$ cat config.mk
export PLATFORM = sky130hd
export DESIGN_NAME = serial_add_ctrl
export DESIGN_NICKNAME = d
export VERILOG_FILES = /design/src/rtl/serial_add_ctrl.sv
export SDC_FILE = /design/constraint.sdc
export NUM_CORES = 1
export LEC_CHECK = 0
export ABC_CLOCK_PERIOD_IN_PS = 2100
export CORE_AREA = 8 8 72 74
export CTS_BUF_LIST = sky130_fd_sc_hd__clkbuf_16
export CTS_CLUSTER_SIZE = 30
export DETAILED_ROUTE_END_ITERATION = 10
export DIE_AREA = 0 0 80 82
export GPL_TIMING_DRIVEN = 0
export HOLD_SLACK_MARGIN = 0.05
export PLACE_DENSITY = 0.66
export SLEW_MARGIN = 20
export SYNTH_ARGS = -nofsm -noshare
export SYNTH_HDL_FRONTEND = slang
export SYNTH_SLANG_ARGS = --single-unit
$ cat constraint.sdc
create_clock -name clk -period 2.1 [get_ports clk]
set_input_delay 0.315 -clock clk [delete_from_list [all_inputs] [get_ports clk]]
set_output_delay 0.315 -clock clk [all_outputs]
set_load 0.03 [all_outputs]
$ cat src/rtl/serial_add_ctrl.sv
// Bit-serial adder controller: one shared full adder is stepped over WIDTH cycles,
// LSB first, with the carry recirculated through a flip-flop.

module full_adder (
    output logic sum_o,
    output logic cout_o,
    input  logic a_i,
    input  logic b_i,
    input  logic c_i
);
    assign sum_o  = a_i ^ b_i ^ c_i;
    assign cout_o = (a_i & b_i) | (c_i & (a_i ^ b_i));
endmodule

module serial_add_ctrl #(
    parameter int WIDTH = 8
) (
    input  logic             clk,
    input  logic             rst,
    input  logic             start_i,
    input  logic [WIDTH-1:0] a_i,
    input  logic [WIDTH-1:0] b_i,
    input  logic             cin_i,
    output logic             busy_o,
    output logic             done_o,
    output logic [WIDTH-1:0] sum_o,
    output logic             cout_o
);
    localparam int CNT_W = $clog2(WIDTH + 1);
    localparam logic [CNT_W-1:0] LAST_BIT = CNT_W'(WIDTH - 1);

    typedef enum logic [1:0] {
        S_IDLE,
        S_RUN,
        S_DONE
    } state_e;

    state_e             state_q, state_d;
    logic [CNT_W-1:0]   cnt_q, cnt_d;
    logic [WIDTH-1:0]   a_sr_q, a_sr_d;
    logic [WIDTH-1:0]   b_sr_q, b_sr_d;
    logic               carry_q, carry_d;
    logic [WIDTH-1:0]   sum_q, sum_d;
    logic               cout_q, cout_d;

    logic               fa_sum;
    logic               fa_cout;
    logic [WIDTH-1:0]   res_full;

    full_adder u_fa (
        .sum_o  (fa_sum),
        .cout_o (fa_cout),
        .a_i    (a_sr_q[0]),
        .b_i    (b_sr_q[0]),
        .c_i    (carry_q)
    );

    // res_full is the result register after this edge's shift; only WIDTH-1 bits
    // need storing because the newest bit comes straight from the adder.
    generate
        if (WIDTH == 1) begin : g_res_w1
            assign res_full = fa_sum;
        end else begin : g_res_wn
            logic [WIDTH-2:0] res_sr_q;

            assign res_full = {fa_sum, res_sr_q};

            always_ff @(posedge clk or posedge rst) begin
                if (rst) begin
                    res_sr_q <= '0;
                end else if (state_q == S_RUN) begin
                    res_sr_q <= res_full[WIDTH-1:1];
                end
            end
        end
    endgenerate

    always_comb begin
        // NOTE: every next-state signal defaults to its held value so no path infers a latch.
        state_d = state_q;
        cnt_d   = cnt_q;
        a_sr_d  = a_sr_q;
        b_sr_d  = b_sr_q;
        carry_d = carry_q;
        sum_d   = sum_q;
        cout_d  = cout_q;

        case (state_q)
            S_IDLE: begin
                if (start_i) begin
                    a_sr_d  = a_i;
                    b_sr_d  = b_i;
                    carry_d = cin_i;
                    cnt_d   = '0;
                    state_d = S_RUN;
                end
            end
            S_RUN: begin
                a_sr_d  = a_sr_q >> 1;
                b_sr_d  = b_sr_q >> 1;
                carry_d = fa_cout;
                cnt_d   = cnt_q + CNT_W'(1);
                if (cnt_q == LAST_BIT) begin
                    sum_d   = res_full;
                    cout_d  = fa_cout;
                    state_d = S_DONE;
                end
            end
            S_DONE: begin
                state_d = S_IDLE;
            end
            default: begin
                state_d = S_IDLE;
            end
        endcase
    end

    always_ff @(posedge clk or posedge rst) begin
        // NOTE: sequential state uses non-blocking assignments so all registers update together.
        if (rst) begin
            state_q <= S_IDLE;
            cnt_q   <= '0;
            a_sr_q  <= '0;
            b_sr_q  <= '0;
            carry_q <= 1'b0;
            sum_q   <= '0;
            cout_q  <= 1'b0;
        end else begin
            state_q <= state_d;
            cnt_q   <= cnt_d;
            a_sr_q  <= a_sr_d;
            b_sr_q  <= b_sr_d;
            carry_q <= carry_d;
            sum_q   <= sum_d;
            cout_q  <= cout_d;
        end
    end

    assign busy_o = (state_q != S_IDLE);
    assign done_o = (state_q == S_DONE);
    assign sum_o  = sum_q;
    assign cout_o = cout_q;

endmodule

After elaboration in Yosys (flattened, before gate mapping). Index checks and enable logic that the tools add are counted.

Register bits after elaboration: 39. Bits in latches: 0. Bits in writable memories: 0. ROM bits: 0. Bits of input ports: 20. Output and inout port bits: 11. Logic and storage cells: 36. Memories kept: 0.

$add $sub $neg: 1. $mul: 0. Divide/modulo/power cells: 0. Order comparisons: 0. Eq/ne operators: 5. Shifts and indexed selects: 0. Mux-type cells: 11. Bitwise gates (word level): 5. Reduce and logical (&&, ||, !) cells: 6.

Operator list (count): $pmux W8 S2 (2); $mux W8 (2); $pmux W4 S2 (1); $reduce_and A2 Y1 (3); $add A4 B1 Y4 const B (1); $eq A4 B3 Y1 const B (1); $mux W2 (2); $mux W4 (1); $pmux W2 S2 (1); $reduce_bool A2 Y1 (2); $and A1 B1 Y1 (2); $eq A2 B1 Y1 const B (1); $eq A2 B2 Y1 const B (1); $logic_not A2 Y1 (1); $ne A2 B1 Y1 const B (1); $ne A2 B2 Y1 const B (1); $pmux W1 S2 (1); $xor A1 B1 Y1 (2); $mux W1 (1); $or A1 B1 Y1 (1).

Longest topological paths before layout. Gate-level depths: netlist of run 1.

Depth in word-level cells: 4. Gate-level depth with buffers: 5. Gate-level depth less buffers: 4.

Cells and area by module. From an unflattened synthesis of run 1, not the netlist that was laid out.

Cell total of the unflattened synthesis: 164. Area total of the unflattened synthesis: 1740.4 µm².

Modules (own cells, without submodules): serial_add_ctrl (instances 1, cells an instance 163, area each 1720.4 µm², seq. area each 975.9 µm²); full_adder (instances 1, cells an instance 1, area each 20.0 µm², seq. area each 0.0 µm²).

Least setup slack after synthesis of run 1. OpenSTA, ideal clock, no wires.

Path type: register to output. From: register state_q[1]. To: output done_o. Data arrival time: 1.274 ns. Data required time: 1.785 ns. Setup slack: 0.511 ns. Cell stages (with the launch flop): 4. Path buffers: 2. Path through: dfrtp_1 buf_2 clkbuf_1 nor2b_1.

Word-level cells in the longest chain between the ends: 1.

RTL lines: start, declared (RTL line 38) `state_e state_q, state_d;`; start signal, assigned (RTL line 129) `state_q <= state_d;`; $eq A2 B2 Y1 (RTL line 140) `assign done_o = (state_q == S_DONE);`; end, declared (RTL line 25) `output logic done_o,`.

Every way passes these cells.

Worst setup path in the final report of run 1.
From: register state_q[0]. To: output busy_o.

Word-level cells in the longest chain between the ends: 1.

RTL lines: $reduce_bool A2 Y1 (RTL line 139) `assign busy_o = (state_q != S_IDLE);`; end, declared (RTL line 24) `output logic busy_o,`.

Every way passes these cells.

==> results of run 1 <==
state kept, by name (all words and copies together) (netlist names):
name,flops
a_sr_q,8
b_sr_q,8
carry_q,1
cnt_q,4
cout_o,1
g_res_wn.res_sr_q,7
state_q,2
sum_o,8
layout by cell type (no fill, tap or decap), drive strengths merged:
cell	netlist	final
o311ai	1	1
o21bai	1	1
a22oi	11	11
dfrtp	39	39
nand3	2	2
o21ai	16	16
buf	4	5
a21oi	16	16
nor2	2	2
nor2b	14	14
mux2i	1	1
dlygate4sd2	0	1
mux2	9	9
and3b	4	4
clkdlybuf4s50	0	28
fa	1	1
bufinv	0	1
ha	1	1
nand2b	2	2
clkbuf	6	12
clkinv	0	2
a22o	2	2
inv	2	2
nor3	1	1
a32o	2	2
nand2	28	28
logic make-up (layout without fill, tap and decap cells):
| group | after synthesis | in the layout | synth area share, % |
|---|---|---|---|
| DFF | 39 | 39 | 56.0 |
| buffers and inverters | 12 | 51 | 2.95 |
| AOI/OAI and AO/OA | 49 | 49 | 17.0 |
| adders and majority gates | 2 | 2 | 1.87 |
| muxes | 10 | 10 | 6.39 |
| and+or+nand+nor | 53 | 53 | 15.7 |
worst max-delay path, stage by stage (launching register included):
cell	delay, ps
dfrtp_1	460
clkbuf_2	230
nor2_1	210
inv_1	60
dlygate4sd2_1	350
Yosys cell counts:
master / number / share of area [%]
inv_1: 2 / 0.43
and3b_1: 4 / 2.0
mux2_2: 9 / 5.8
nor3_4: 1 / 0.93
o21bai_1: 1 / 0.43
a32o_1: 2 / 1.1
nand2b_1: 2 / 0.72
buf_1: 1 / 0.22
clkbuf_1: 6 / 1.3
dfrtp_1: 39 / 56
a22oi_1: 11 / 4.7
fa_1: 1 / 1.1
buf_2: 2 / 0.57
mux2i_1: 1 / 0.57
nand3_1: 2 / 0.57
o311ai_0: 1 / 0.50
nand2_1: 28 / 6.0
nor2b_1: 14 / 5.0
buf_4: 1 / 0.43
a21oi_1: 16 / 4.6
a22o_1: 2 / 1.0
nor2_1: 2 / 0.43
ha_1: 1 / 0.72
o21ai_0: 16 / 4.6
where the power goes:
| part | total, mW | switching, mW | internal, mW |
|---|---|---|---|
| sequential | 1.29 | 0.228 | 1.06 |
| clock | 0.833 | 0.280 | 0.553 |
| combinational | 1.31 | 0.734 | 0.581 |
timing repair:
| action | in CTS | in global routing |
|---|---|---|
| gates cloned | 0 | 0 |
| pin swaps | 0 | 0 |
| gates resized for setup | 4 | 2 |
| endpoints found under the setup margin | 2 | 1 |
| hold buffers | 0 | 0 |
layer usage:
metal | global-route usage [%] | share of wire [%] | wire, um
met4 | 5.64 | 1.6 | 62
met5 | 0 | 0 | 0
met1 | 15.5 | 43 | 1660
met2 | 21.8 | 49 | 1860
met3 | 4.27 | 6.1 | 234
worst paths after layout:
| kind | to | slack (ps) | depth (start not counted) |
|---|---|---|---|
| setup / recovery | busy_o | 170 | 4 |
| hold / removal | sum_o[1]$_DFFE_PP0P_ | 360 | 2 |
| setup reg to reg | sum_o[0]$_DFFE_PP0P_ | 390 | 4 |
| hold reg to reg | a_sr_q[5]$_DFFE_PP0P_ | 480 | 2 |
| max in group asynchronous | b_sr_q[6]$_DFFE_PP0P_ | 1290 | 3 |
| min in group clk | a_sr_q[5]$_DFFE_PP0P_ | 480 | 2 |
final cells by class:
class	count	area [um2]
fill	366	1850
sequential	39	976
buffer	10	46.3
clock buffer	5	125
tap	52	65.1
timing repair buffer	31	322
multi-input combinational	114	714
clock inverter	3	38.8
inverter	2	7.51
per-stage QoR:
stage / setup WS (ps) / TNS [ps]
2_1_floorplan: 511 / 0
3_3_place_gp: -59.4 / -65.6
3_5_place_dp: -61.7 / -61.7
4_1_cts: 40.5 / 0
5_1_grt: 45.9 / 0
6_report: 175 / 0
==> impl_metrics.csv, run 1 <==
group,metric,value,unit
drt,drc,0,
place,port_buffers,30,
global_routing,grt_pass1_wl,6850,um
power_and_ir_drop,p_leak,1.03,nW
worst_setup_path,reg2reg_from,"state_q[0]$_DFFE_PP0P_",
sta,slew_headroom,67.2,%
cts,cts.htree.levels,2,
worst_setup_path,cp.arrival,1610,ps
die,start_util,42.0,%
cells_and_area,stdcell_count,256,
die,dieHeight,82,um
worst_setup_path,worst_ep_required_time,1780,ps
cts,cts_buffers,5,
die,die_area,0.00656,mm2
cts,clock-root-buffer,"clkbuf_16",
logic_synthesis,synthCells,165,
drt,drt_wl_total,3810,um
cells_and_area,drive_gt1_share,12.3,%
worst_setup_path,end_kind,"output port",
flow_run,cap_violations,0,
sta,worst_slew_pin_slew,490,ps
cells_and_area,final_cell_area,0.00229,mm2
sta,fin_crit,1930,ps
cells_and_area,utilization,55.4,%
sta,drv_slew,0,
logic_synthesis,postSynthAreaPerCell,10.6,um2
status,outcome,"complete, no violations",
die,rows,24,
cts,cts_tree,"done",
worst_setup_path,crit_start,"state_q[0]$_DFFE_PP0P_",
drt,drtIter0Drc,48,
power_and_ir_drop,max-vdd-ir-drop,0.563,mV
logic_synthesis,ys_types,24,
sta,fin_crit_sh,91.7,%
sta,skew,4.98,ps
sta,worst_hold_slack,358,ps
cts,clk_pin_slew,60,ps
drt,wire_per_inst,14.9,um
worst_setup_path,crit_fanout,10,
sta,rsz0062_at_grt,"no",
cts,postCtsSetupBuffers,0,
die,core,0.00414,mm2
sta,final-setup-viol-count,0,
global_routing,grt_usage,13.2,%
cts,cts_buffer_depth,2,
cells_and_area,num-nets-final,225,
die,die_x,80,um
place,place_inst,248,
worst_setup_path,worstSetupPathType,"register to output port",
logic_synthesis,yosysSeqAreaShare,56.0,%
sta,hold_violations,0,
drt,dr.pass1.iters,4,
logic_synthesis,syn_nets,187,
global_routing,grt_max_degree,23,
worst_setup_path,critPathLaunchType,"register",
drt,viasPerCell,5.35,
logic_synthesis,yosys_warnings,0,
cells_and_area,diodes,0,
min_path,hold_path_class,"input pin to asynchronous set/reset pin",
cts,clock_sinks,39,
die,io_pins,31,
global_routing,grt_pass1_vias,1488,
power_and_ir_drop,power,3.44,mW
cells_and_area,area_growth,31.8,%
place,place_congestion,0.796,
logic_synthesis,ys_ff_latch,39,
cts,clk_latency,280,ps
drt,via_count,1370,
drt,ant_nets,0,
power_and_ir_drop,power_density,1500,mW/mm2
global_routing,antenna_found_initial,0,
place,place_area,0.00213,mm2
sta,fmax,519,MHz
global_routing,grt_overflow,0,
logic_synthesis,synth_area,0.00174,mm2
place,hpwl,2760,um
Power figures use the tool's default switching activity.
==> run 2: changes to the inputs <==
--- a/config.mk
+++ b/config.mk
@@ -14,6 +14,7 @@
 export GPL_TIMING_DRIVEN = 0
 export HOLD_SLACK_MARGIN = 0.05
 export PLACE_DENSITY = 0.66
+export RECOVER_POWER = 100
 export SLEW_MARGIN = 20
 export SYNTH_ARGS = -nofsm -noshare
 export SYNTH_HDL_FRONTEND = slang
==> run 2 against run 1 <==
  * Combinational power shrank 3%
  * Fmax is essentially flat
  * Critical endpoint unchanged
  * Critical path depth is the same
  * Routed wire length grew 0.26%
  * Die area is the same
  * Setup slack lost 1.3 ps
  * Largest power group is now sequential cells
  * Sequential share of layout area grew 0.49 points
  * First-iteration DRC count shrank 15%
  * Register-to-register slack lost 70 ps
==> impl_metrics.csv, run 2 (synthesis gave the netlist of run 1 again) <==
group,metric,value,unit
status,outcome,"complete, no violations",
sta,worst_slew_pin_slew,662,ps
place,port_buffers,30,
sta,drv_slew,0,
power_and_ir_drop,sw_frac_of_total,36.5,%
cells_and_area,diodes,0,
die,rows,24,
drt,drt_wl_total,3820,um
cts,ctsHoldBuffers,0,
place,place_inst,248,
drt,via_count,1387,
sta,hold_violations,0,
die,core,0.00414,mm2
worst_setup_path,worstPathCellList,"clkbuf_2, nor2_1, inv_1, dlygate4sd2_1",
global_routing,grt_overflow,0,
cts,cts_buffers,5,
cells_and_area,fillers,369,
die,dieHeight,82,um
sta,rsz0062_at_grt,"no",
power_and_ir_drop,power_density,1490,mW/mm2
drt,top_layer,"met4",
sta,setup_ws,173,ps
worst_setup_path,end_kind,"output port",
cells_and_area,final_cell_area,0.00227,mm2
sta,fin_crit_sh,91.8,%
worst_setup_path,cp.arrival,1610,ps
cts,postCtsSetupBuffers,0,
cts,cts_buffer_depth,2,
global_routing,grt_pass1_wl,6850,um
die,start_util,42.0,%
place,dp_slack,-61.7,ps
power_and_ir_drop,p_sw,1.24,mW
flow_run,cap_violations,0,
worst_setup_path,crit_fanout,10,
sta,fmax,519,MHz
cells_and_area,utilization,54.7,%
cts,cts_tree,"done",
worst_setup_path,cpLargestDelayFamily,"buffers and inverters",
sta,final-setup-viol-count,0,
worst_setup_path,crit_buf_inv,3,
worst_setup_path,critPathSlowestCell,"dfrtp_1",
power_and_ir_drop,power.internal,2.15,mW
sta,skew,5.34,ps
place,place_congestion,0.796,
cts,clk_latency,280,ps
cells_and_area,stdcell_count,256,
drt,drt-met1-wl,1620,um
global_routing,grt_pass1_vias,1488,
cts,clk_pin_slew,60,ps
min_path,hold_path_class,"register to register",
worst_setup_path,endpoint,"busy_o",
cts,cts.htree.levels,2,
sta,fin_crit,1930,ps
place,hpwl,2760,um
drt,met2_length,1890,um
worst_setup_path,critPathLaunchType,"register",
drt,viasPerCell,5.42,
global_routing,grt_max_degree,23,
cts,clock-root-buffer,"clkbuf_16",
drt,route.met3.wl,247,um
power_and_ir_drop,power_frac_clock,24.5,%
worst_setup_path,crit_start,"state_q[0]$_DFFE_PP0P_",
worst_setup_path,worstSetupPathType,"register to output port",
cts,clock_sinks,39,
power_and_ir_drop,max-vdd-ir-drop,0.561,mV
power_and_ir_drop,power_frac_seq,38.0,%
drt,ant_nets,0,
place,place_area,0.00213,mm2
die,io_pins,31,
power_and_ir_drop,p_leak,1.04,nW
drt,wire_per_inst,14.9,um
global_routing,antenna_found_initial,0,
worst_setup_path,worst_ep_required_time,1780,ps
worst_setup_path,reg2regPathDepth,4,
drt,dr.pass1.iters,4,
power_and_ir_drop,combPwrFrac,37.6,%
worst_setup_path,r2r_setup_slack,320,ps
cells_and_area,area_growth,30.2,%
cells_and_area,final_common_cell,"dfrtp_1",
worst_setup_path,reg2reg_from,"state_q[0]$_DFFE_PP0P_",
drt,drtIter0Drc,41,
cells_and_area,drive_gt1_share,11.3,%
worst_setup_path,worstReg2RegEnd,"sum_o[0]$_DFFE_PP0P_",
sta,slew_headroom,55.8,%
drt,drc,0,
global_routing,grt_usage,13.2,%
worst_setup_path,crit_path_max_incr_delay,470,ps
die,die_x,80,um
cells_and_area,final_cell_mix,"dfrtp_1 (39), nand2_1 (28), clkdlybuf4s50_1 (17)",
cells_and_area,num-nets-final,225,
die,die_area,0.00656,mm2
worst_setup_path,cp.depth,4,
## run 2: cell count changes in the layout (fill, tap and decap cells not counted)
cell	before	now
dlygate4sd3_1	0	11
inv_1	1	2
buf_4	1	0
buf_16	1	0
buf_1	1	0
clkdlybuf4s50_1	28	17
buf_2	2	0
inv_2	1	0
clkbuf_1	4	6
clkbuf_2	3	6
## run 2: power by group through the flow
| stage | clock network (mW) | logic, mW | registers (mW) |
|---|---|---|---|
| floorplan | 0 | 0.770 | 1.39 |
| global placement | 0 | 1.28 | 1.29 |
| detailed placement | 0 | 1.33 | 1.31 |
| CTS | 0.855 | 1.33 | 1.29 |
| global route | 0.881 | 1.43 | 1.34 |
| finish | 0.830 | 1.27 | 1.29 |
## run 2: worst min-delay path by stage
stage                                                  end  cells after the start                              from  slack [ps]
after CTS                             sum_o[3]$_DFFE_PP0P_                      2                               rst         360
after global routing      g_res_wn.res_sr_q[0]$_DFFE_PP0P_                      2  g_res_wn.res_sr_q[0]$_DFFE_PP0P_         510
after detailed placement             a_sr_q[5]$_DFFE_PP0P_                      2             a_sr_q[5]$_DFFE_PP0P_         470
after global placement    g_res_wn.res_sr_q[0]$_DFFE_PP0P_                      2  g_res_wn.res_sr_q[0]$_DFFE_PP0P_         450
final                                a_sr_q[5]$_DFFE_PP0P_                      2             a_sr_q[5]$_DFFE_PP0P_         480
after floorplan           g_res_wn.res_sr_q[0]$_DFFE_PP0P_                      2  g_res_wn.res_sr_q[0]$_DFFE_PP0P_         440
## run 2: timing repair
| item | in CTS | in global routing |
|---|---|---|
| endpoints found under the setup margin | 2 | 1 |
| gates resized for setup | 4 | 2 |
| cloned | 0 | 0 |
## run 2: metrics by stage
stage | setup TNS [ps] | hold WS [ps] | total power [mW]
after floorplan | 0 | 440 | 2.16
after global placement | -65.6 | 454 | 2.57
after detailed placement | -61.7 | 472 | 2.63
after CTS | 0 | 362 | 3.48
after global routing | 0 | 512 | 3.65
final | 0 | 477 | 3.39
## run 2: area by class of cell
class                      instances  area [um2]  area share [%]
timing repair buffer              31         299            13.2
clock inverter                     3        38.8            1.71
tap                               52        65.1            2.87
sequential                        39         976            43.0
inverter                           2        7.51           0.331
clock buffer                       5         125            5.52
buffer                            10        42.5            1.88
multi-input combinational        114         714            31.5
## run 2: layer usage
metal	vias to the layer above	global-route usage (%)
met5	-	0
met1	688	15.5
li1	652	-
met2	38	21.8
met3	9	4.27
met4	0	5.64
## run 2: worst min-delay path, cell delays in order (launching register included)
cell and delay [ps]:
dfrtp_1 340, nand2_1 40, o21ai_0 60
